--- config.mk ---
export PLATFORM = sky130hd
export DESIGN_NAME = cla_add_stream_ctrl
export DESIGN_NICKNAME = d
export VERILOG_FILES = /design/src/rtl/cla_pkg.sv /design/src/rtl/cla_result_fifo.sv /design/src/rtl/cla_add_stream_ctrl.sv
export SDC_FILE = /design/constraint.sdc
export NUM_CORES = 1
export LEC_CHECK = 0
export BUFFER_PORTS_ARGS = -buffer_cell sky130_fd_sc_hd__buf_2
export CELL_PAD_IN_SITES_DETAIL_PLACEMENT = 0
export CELL_PAD_IN_SITES_GLOBAL_PLACEMENT = 1
export CORE_MARGIN = 4
export CORE_UTILIZATION = 25
export DETAILED_ROUTE_END_ITERATION = 10
export GPL_TIMING_DRIVEN = 1
export PLACE_DENSITY = 0.53
export SYNTH_ARGS = -nofsm -noshare
export SYNTH_HDL_FRONTEND = slang
export SYNTH_SLANG_ARGS = --single-unit
--- constraint.sdc ---
create_clock -name clk_i -period 2.9 [get_ports clk_i]
set_input_delay 0.58 -clock clk_i [delete_from_list [all_inputs] [get_ports clk_i]]
set_output_delay 0.58 -clock clk_i [all_outputs]
set_load 0.01 [all_outputs]
--- src/rtl/cla_pkg.sv ---
// Shared types and helpers for the CLA adder stream controller.
package cla_pkg;

  localparam int unsigned CLA_WIDTH = 32;
  localparam int unsigned TAG_W     = 4;

  typedef struct packed {
    logic [CLA_WIDTH-1:0] sum;
    logic                 carry;
    logic                 ovf;
    logic                 zero;
    logic [TAG_W-1:0]     tag;
  } cla_result_t;

  typedef struct packed {
    logic             valid;
    logic [TAG_W-1:0] tag;
    logic             a_msb;
    logic             b_msb;
  } cla_inflight_t;

  function automatic logic signed_ovf(input logic a_msb, input logic b_msb,
                                      input logic sum_msb);
    return (a_msb == b_msb) && (sum_msb != a_msb);
  endfunction

endpackage

--- src/rtl/cla_result_fifo.sv ---
// Synchronous result FIFO; pointers carry one extra wrap bit so full/empty need no flag.
module cla_result_fifo
  import cla_pkg::*;
#(
  parameter int unsigned DEPTH = 4
) (
  input  logic                   i_clk,
  input  logic                   i_rst,
  input  logic                   i_push,
  input  cla_result_t            i_data,
  input  logic                   i_pop,
  output cla_result_t            o_data,
  output logic                   o_empty,
  output logic                   o_full,
  output logic [$clog2(DEPTH):0] o_count
);

  localparam int unsigned AW = $clog2(DEPTH);
  localparam logic [AW:0] FULL_CNT = (AW+1)'(DEPTH);

  logic [AW:0] r_wptr;
  logic [AW:0] r_rptr;
  cla_result_t r_mem [DEPTH];
  logic        w_pop;

  assign w_pop   = i_pop && !o_empty;
  assign o_count = r_wptr - r_rptr;
  assign o_empty = (o_count == '0);
  assign o_full  = (o_count == FULL_CNT);
  assign o_data  = r_mem[r_rptr[AW-1:0]];

  always_ff @(posedge i_clk) begin
    if (i_rst) begin
      r_wptr <= '0;
      r_rptr <= '0;
    end else begin
      if (i_push) r_wptr <= r_wptr + 1'b1;
      if (w_pop)  r_rptr <= r_rptr + 1'b1;
    end
  end

  // Storage is not reset: an entry is only visible once its write pointer has passed it.
  always_ff @(posedge i_clk) begin
    if (i_push) r_mem[r_wptr[AW-1:0]] <= i_data;
  end

endmodule

--- src/rtl/cla_add_stream_ctrl.sv ---
// Valid/ready wrapper around the external CLA adder: latency tracking, flag capture,
// result queueing and credit-based admission so backpressure never drops a result.
module cla_add_stream_ctrl
  import cla_pkg::*;
#(
  parameter int unsigned WIDTH     = CLA_WIDTH,
  parameter int unsigned ADD_LAT   = 2,
  parameter int unsigned OUT_DEPTH = 4
) (
  input  logic             clk_i,
  input  logic             rst_i,
  input  logic             in_valid_i,
  output logic             in_ready_o,
  input  logic [WIDTH-1:0] in_a_i,
  input  logic [WIDTH-1:0] in_b_i,
  input  logic             in_carry_i,
  input  logic [TAG_W-1:0] in_tag_i,
  output logic [WIDTH-1:0] add_a_o,
  output logic [WIDTH-1:0] add_b_o,
  output logic             add_carry_o,
  input  logic [WIDTH-1:0] add_sum_i,
  input  logic             add_carry_i,
  output logic             out_valid_o,
  input  logic             out_ready_i,
  output logic [WIDTH-1:0] out_sum_o,
  output logic             out_carry_o,
  output logic             out_ovf_o,
  output logic             out_zero_o,
  output logic [TAG_W-1:0] out_tag_o,
  output logic             busy_o
);

  localparam int unsigned CW = $clog2(OUT_DEPTH) + 1;
  localparam logic [CW-1:0] MAX_CRED = CW'(OUT_DEPTH);

  cla_inflight_t               r_pipe [ADD_LAT];
  logic [CW-1:0]               r_credits;
  logic                        w_accept;
  logic                        w_cap;
  logic                        w_pop;
  cla_inflight_t               w_stage0;
  cla_inflight_t               w_exit;
  cla_result_t                 w_res;
  cla_result_t                 w_head;
  logic                        w_empty;
  logic                        w_full;
  logic [$clog2(OUT_DEPTH):0]  w_fifo_cnt;

  // Credits count every result that is in flight or queued; ready depends only on that
  // register, so a pop reaches in_ready_o one cycle later and out_ready_i has no comb path here.
  assign in_ready_o = (r_credits < MAX_CRED);
  assign w_accept   = in_valid_i && in_ready_o;
  assign busy_o     = (r_credits != '0);

  assign add_a_o     = w_accept ? in_a_i : '0;
  assign add_b_o     = w_accept ? in_b_i : '0;
  assign add_carry_o = w_accept ? in_carry_i : 1'b0;

  assign w_exit = r_pipe[ADD_LAT-1];
  assign w_cap  = w_exit.valid;

  always_comb begin
    w_stage0       = '0;
    w_stage0.valid = w_accept;
    w_stage0.tag   = in_tag_i;
    w_stage0.a_msb = in_a_i[WIDTH-1];
    w_stage0.b_msb = in_b_i[WIDTH-1];
  end

  always_ff @(posedge clk_i) begin
    if (rst_i) begin
      for (int unsigned i = 0; i < ADD_LAT; i++) r_pipe[i] <= '0;
    end else begin
      r_pipe[0] <= w_stage0;
      for (int unsigned i = 1; i < ADD_LAT; i++) r_pipe[i] <= r_pipe[i-1];
    end
  end

  always_comb begin
    w_res       = '0;
    w_res.sum   = add_sum_i;
    w_res.carry = add_carry_i;
    w_res.ovf   = signed_ovf(w_exit.a_msb, w_exit.b_msb, add_sum_i[WIDTH-1]);
    w_res.zero  = (add_sum_i == '0);
    w_res.tag   = w_exit.tag;
  end

  cla_result_fifo #(
    .DEPTH (OUT_DEPTH)
  ) u_fifo (
    .i_clk   (clk_i),
    .i_rst   (rst_i),
    .i_push  (w_cap),
    .i_data  (w_res),
    .i_pop   (w_pop),
    .o_data  (w_head),
    .o_empty (w_empty),
    .o_full  (w_full),
    .o_count (w_fifo_cnt)
  );

  assign out_valid_o = !w_empty;
  assign w_pop       = out_valid_o && out_ready_i;
  assign out_sum_o   = out_valid_o ? w_head.sum   : '0;
  assign out_carry_o = out_valid_o ? w_head.carry : 1'b0;
  assign out_ovf_o   = out_valid_o ? w_head.ovf   : 1'b0;
  assign out_zero_o  = out_valid_o ? w_head.zero  : 1'b0;
  assign out_tag_o   = out_valid_o ? w_head.tag   : '0;

  always_ff @(posedge clk_i) begin
    if (rst_i) begin
      r_credits <= '0;
    end else begin
      r_credits <= r_credits + CW'(w_accept) - CW'(w_pop);
    end
  end

  always_ff @(posedge clk_i) begin
    if (!rst_i) begin
      assert (!(w_cap && w_full && !w_pop));
      assert (CW'(w_fifo_cnt) <= r_credits);
    end
  end

endmodule

==> results.md <==
Status:
- The run finished with clean final reports.

Cells and area:
- The area growth from synthesis to layout is 29.6%.
- In the final design database the tool counted 762 nets.
- The repair_antennas step left the layout with diodes totalling 0.
- The final standard cell area without fillers is 9580 sq um.
- The post-route netlist has between 40 and 50% of its cells at a drive strength greater than 1.
- Fill cells in the final layout number 2822.
- After the flow finishes, the layout carries non-filler instances totaling 1043.

STA:
- After layout, the worst path uses between 90% and 100% of the clock period.
- The final count of hold timing violations was 0.
- Headroom to the max-slew limit came out at 56.7%.
- The measured slew at the worst slew-check pin is around 650 ps.
- The worst-case setup margin in the final layout is 179 ps.
- The worst-case clock skew is 7.52 ps.
- Based on the critical path, the design can be clocked at up to 368 MHz.
- Setup repair after global routing left no endpoint under its margin.
- The smallest clock period supported by the final layout is computed as roughly 2700 ps.
- The final count of negative-setup-slack endpoints is 0.
- The accumulated negative setup slack is 0 ps.
- The total count of max-transition violations in the final report came to 0.

Global route:
- The remaining global-route overflow is 0.
- Entering global routing, the biggest net connects 66 pins.
- The global routing usage summed across all routing layers is 10.8%.
- The number of antenna violations at the first check in global routing came to 0.
- The via count of the first global-routing pass is 4812.
- The wire length of the first global-routing pass is between 20000 and 30000 um.

Die:
- The initial core utilization is roughly 26%.
- The die area is 32400 sq um.
- The row count is 62.
- The area of the core region is 28900 sq um.
- The overall die width is 180 um.
- The I/O pin total is 213.
- Measured along the y axis, the die boundary spans 180 um.

Logic synthesis:
- The leading area contributor after synthesis is sky130_fd_sc_hd__edfxtp_1.
- After synthesis, the cell types taking the most area are sky130_fd_sc_hd__edfxtp_1 (63%), sky130_fd_sc_hd__mux4_2 (12%), sky130_fd_sc_hd__dfxtp_1 (6.8%).
- Of all flip-flops after synthesis, the portion carrying an async set or reset was 0%.
- The most frequent cell after synthesis is sky130_fd_sc_hd__edfxtp_1.
- When the netlist entered floorplanning its net count stood at 543.
- For this run, the register share of the synthesized area comes to between 70% and 80%.
- After synthesis the netlist holds a flip-flop and latch count of 181.
- During synthesis, Yosys emitted a total of 0 warnings.
- The count of cell types in the netlist is 26.
- The synthesized netlist occupies a cell area of 7390 sq um.
- The average cell area after synthesis is approximately 17 sq um.
- In the synthesized netlist the dominant register cell turns out to be sky130_fd_sc_hd__edfxtp_1.
- The commonest cells after synthesis are sky130_fd_sc_hd__edfxtp_1 (156), sky130_fd_sc_hd__and2_1 (70), sky130_fd_sc_hd__nor2b_1 (57).
- The top cell type by area accounts for 63.4% of the synthesized area.
- The synthesized instance count is approximately 430.
- The number of synthesized flops with an enable pin is about 160.

Route:
- The routed wire length is 17600 um.
- The per-cell routed wire length is 16.9 um.
- In the detailed route, the total length drawn on met2 is just over 9000 um.
- The post-detailed-route count of antenna-violating nets is 0.
- For this block, wires on met1 add up to 6930 um.
- The first-iteration detailed-routing DRC count is 149.
- In the routed design, unresolved DRC markers number 0.
- The mean number of vias per cell is ~4.2.
- The via count of the routed design is 4384.
- The detailed router used layers up to and including met4.
- The detailed route wirelength on metal3 is 1210 um.
- Before antenna repair, the detailed router went through 4 iterations.

Flow run:
- The number of max-capacitance violations reported is 0.

Critical path:
- In this design, the stage delay of the slowest critical-path cell is roughly 400 ps.
- At the worst endpoint, the arrival time is 2140 ps.
- The critical path buffer and inverter count is 3.
- The critical path is of the reg2out type.
- For this design, the slowest cell found on the critical path is sky130_fd_sc_hd__dfxtp_1.
- The launch point of the worst path is u_fifo.r_wptr[0].
- The endpoint required time on the critical path is around 2300 ps.
- The number of cells on the worst reg-to-reg path is 13.
- The endpoint identified for the worst register-to-register timing path is r_credits[2].
- The cell repeated most along the worst path is sky130_fd_sc_hd__nor2b_1.
- The kind of cell with the highest combined delay on the critical path is simple AND/OR/NAND/NOR gates.
- The last element of the critical path is out_ovf_o.
- STA classifies the critical path startpoint as a register.
- Of all nets on the critical path, the largest fanout is 40.
- The worst setup path is captured at an output port.
- Setup slack on the worst reg-to-reg path comes out at approximately 260 ps.
- The critical path depth is 8.
- Walking the worst path, the cells encountered are inv_1 > ha_1 > nor2b_1 > xnor2_2 > and2_2 > buf_12 > nor2b_1 > buf_2.
- The reg-to-reg startpoint is u_fifo.r_wptr[0].

Placement:
- Detailed placement finished with a half-perimeter wire length of 12100 um.
- The congestion estimate from routability-driven global placement came to 0.888.
- Before CTS, the worst setup slack after placement is 256 ps.
- The count of buffers inserted at the top-level ports is 212.
- The instance area after placement is about 9000 sq um.
- Once placement completed, the tool counted placed cells totaling approximately 1000.

Clock network:
- The number of buffers added by the clock tree synthesis step is 17.
- At the later pin of the worst-skew pair, clock insertion delay measures 420 ps.
- Once the clock tree was built, the setup fixing pass inserted 0 buffers.
- The clock passes through at most 2 buffers.
- The root cell of the clock tree is sky130_fd_sc_hd__clkbuf_16.
- The clock sink count is 181.
- The CTS tree is yes.
- The H-tree generated during clock tree synthesis spans 4 levels.
- The clock-pin slew of the registers on the worst-case setup and hold paths is 70 ps.

Min path:
- The tightest min-delay check is of the in2reg type.

Power and ir drop:
- The maximum VDD drop is 0.000449 V.
- Power spread over the standard cell area amounts to 768 nW/um^2.
- For this design the static power due to leakage is 3.61 nW.
-- registers in the layout (all words and copies together) (netlist names), named ones only --
| signal | flops |
|---|---|
| u_fifo.r_wptr | 3 |
| r_credits | 3 |
| r_pipe | 14 |
| u_fifo.r_rptr | 3 |
| u_fifo.r_mem | 156 |
-- cell type report --
type / count / area, sq um / share of cell area, %
clock buffers: 17 / 425 / 4.44
inverters: 8 / 30.0 / 0.314
clock inverters: 15 / 175 / 1.83
well taps: 384 / 480 / 5.02
flip-flops and latches: 181 / 5190 / 54.2
repair buffers: 221 / 1190 / 12.4
multi-input cells: 217 / 2090 / 21.8
-- cell families (layout without fill, tap and decap cells) --
logic type | after synthesis | after routing | share of synthesized area (%)
multiplexers | 44 | 44 | 12.6
flip-flops | 181 | 181 | 70.2
AO/OA/AOI/OAI | 3 | 3 | 0.288
buffers and inverters | 29 | 261 | 1.81
XOR/XNOR | 6 | 6 | 0.711
adder cells (fa/ha/maj) | 10 | 10 | 1.80
AND/OR/NAND/NOR | 154 | 154 | 12.6
-- metal layers --
layer | GRT usage, % | vias up
met5 | 0 | -
met4 | 2.83 | 0
met3 | 3.01 | 12
met2 | 19.9 | 199
met1 | 12.2 | 2154
li1 | - | 2019
-- timing repair --
item | 4_1_cts | 5_1_grt
gates resized for setup | 0 | 1
setup endpoints to repair | 0 | 39
hold buffers | 0 | 0
-- cells in the final DEF, fill, tap and decap left out, types with 3 or more instances in the layout --
cell type / instances
sky130_fd_sc_hd__nand2_1: 3
sky130_fd_sc_hd__mux4_2: 39
sky130_fd_sc_hd__clkbuf_16: 17
sky130_fd_sc_hd__buf_12: 5
sky130_fd_sc_hd__ha_1: 9
sky130_fd_sc_hd__bufinv_16: 3
sky130_fd_sc_hd__buf_2: 212
sky130_fd_sc_hd__nor2b_1: 56
sky130_fd_sc_hd__mux2_1: 3
sky130_fd_sc_hd__inv_6: 4
sky130_fd_sc_hd__and2_2: 5
sky130_fd_sc_hd__and2_1: 65
sky130_fd_sc_hd__xnor2_1: 4
sky130_fd_sc_hd__nor4_1: 8
sky130_fd_sc_hd__buf_4: 4
sky130_fd_sc_hd__inv_1: 6
sky130_fd_sc_hd__edfxtp_1: 156
sky130_fd_sc_hd__dfxtp_1: 23
sky130_fd_sc_hd__clkinvlp_4: 3
sky130_fd_sc_hd__clkinv_2: 3
sky130_fd_sc_hd__nor2_1: 10
-- power by group --
| part | total (mW) | leakage [nW] | switching (mW) | internal, mW |
|---|---|---|---|---|
| clock | 2.33 | 0.288 | 0.969 | 1.36 |
| combinational | 2.06 | 1.70 | 1.08 | 0.980 |
| sequential | 2.97 | 1.62 | 0.0495 | 2.92 |
| total | 7.36 | 3.61 | 2.10 | 5.26 |
-- worst reg2reg max path, cell delays in order (launching register included) --
cell and delay [ps]:
sky130_fd_sc_hd__dfxtp_1 400, sky130_fd_sc_hd__inv_1 100, sky130_fd_sc_hd__ha_1 180, sky130_fd_sc_hd__nor2b_1 150, sky130_fd_sc_hd__xnor2_2 150, sky130_fd_sc_hd__a21boi_2 270, sky130_fd_sc_hd__ha_1 280, sky130_fd_sc_hd__inv_1 50
sky130_fd_sc_hd__ha_1 130, sky130_fd_sc_hd__inv_1 50, sky130_fd_sc_hd__fa_1 390, sky130_fd_sc_hd__xnor2_1 190, sky130_fd_sc_hd__xnor2_1 130, sky130_fd_sc_hd__nor2_1 50
-- metrics by stage --
step           utilization, %  total power [mW]  hold slack, ps
2_1_floorplan               -              4.31             414
3_3_place_gp             31.0              5.14             419
3_5_place_dp             31.0              5.16             423
4_1_cts                  33.1              7.51             353
5_1_grt                  33.1              7.77             354
6_report                 33.1              7.36             370
-- how the worst min path moves through the flow --
stage                            start             to  slack, ps  depth (start not counted)
after floorplan           r_pipe[0][3]  r_pipe[0][10]        410                          1
after global placement    r_pipe[0][3]  r_pipe[0][10]        420                          1
after detailed placement  r_pipe[0][6]  r_pipe[0][13]        420                          1
after CTS                  in_tag_i[1]   r_pipe[0][3]        350                          2
after global routing       in_tag_i[0]   r_pipe[0][2]        350                          2
final                      in_tag_i[1]   r_pipe[0][3]        370                          2
Note: power is estimated with default switching activity, not from simulation.
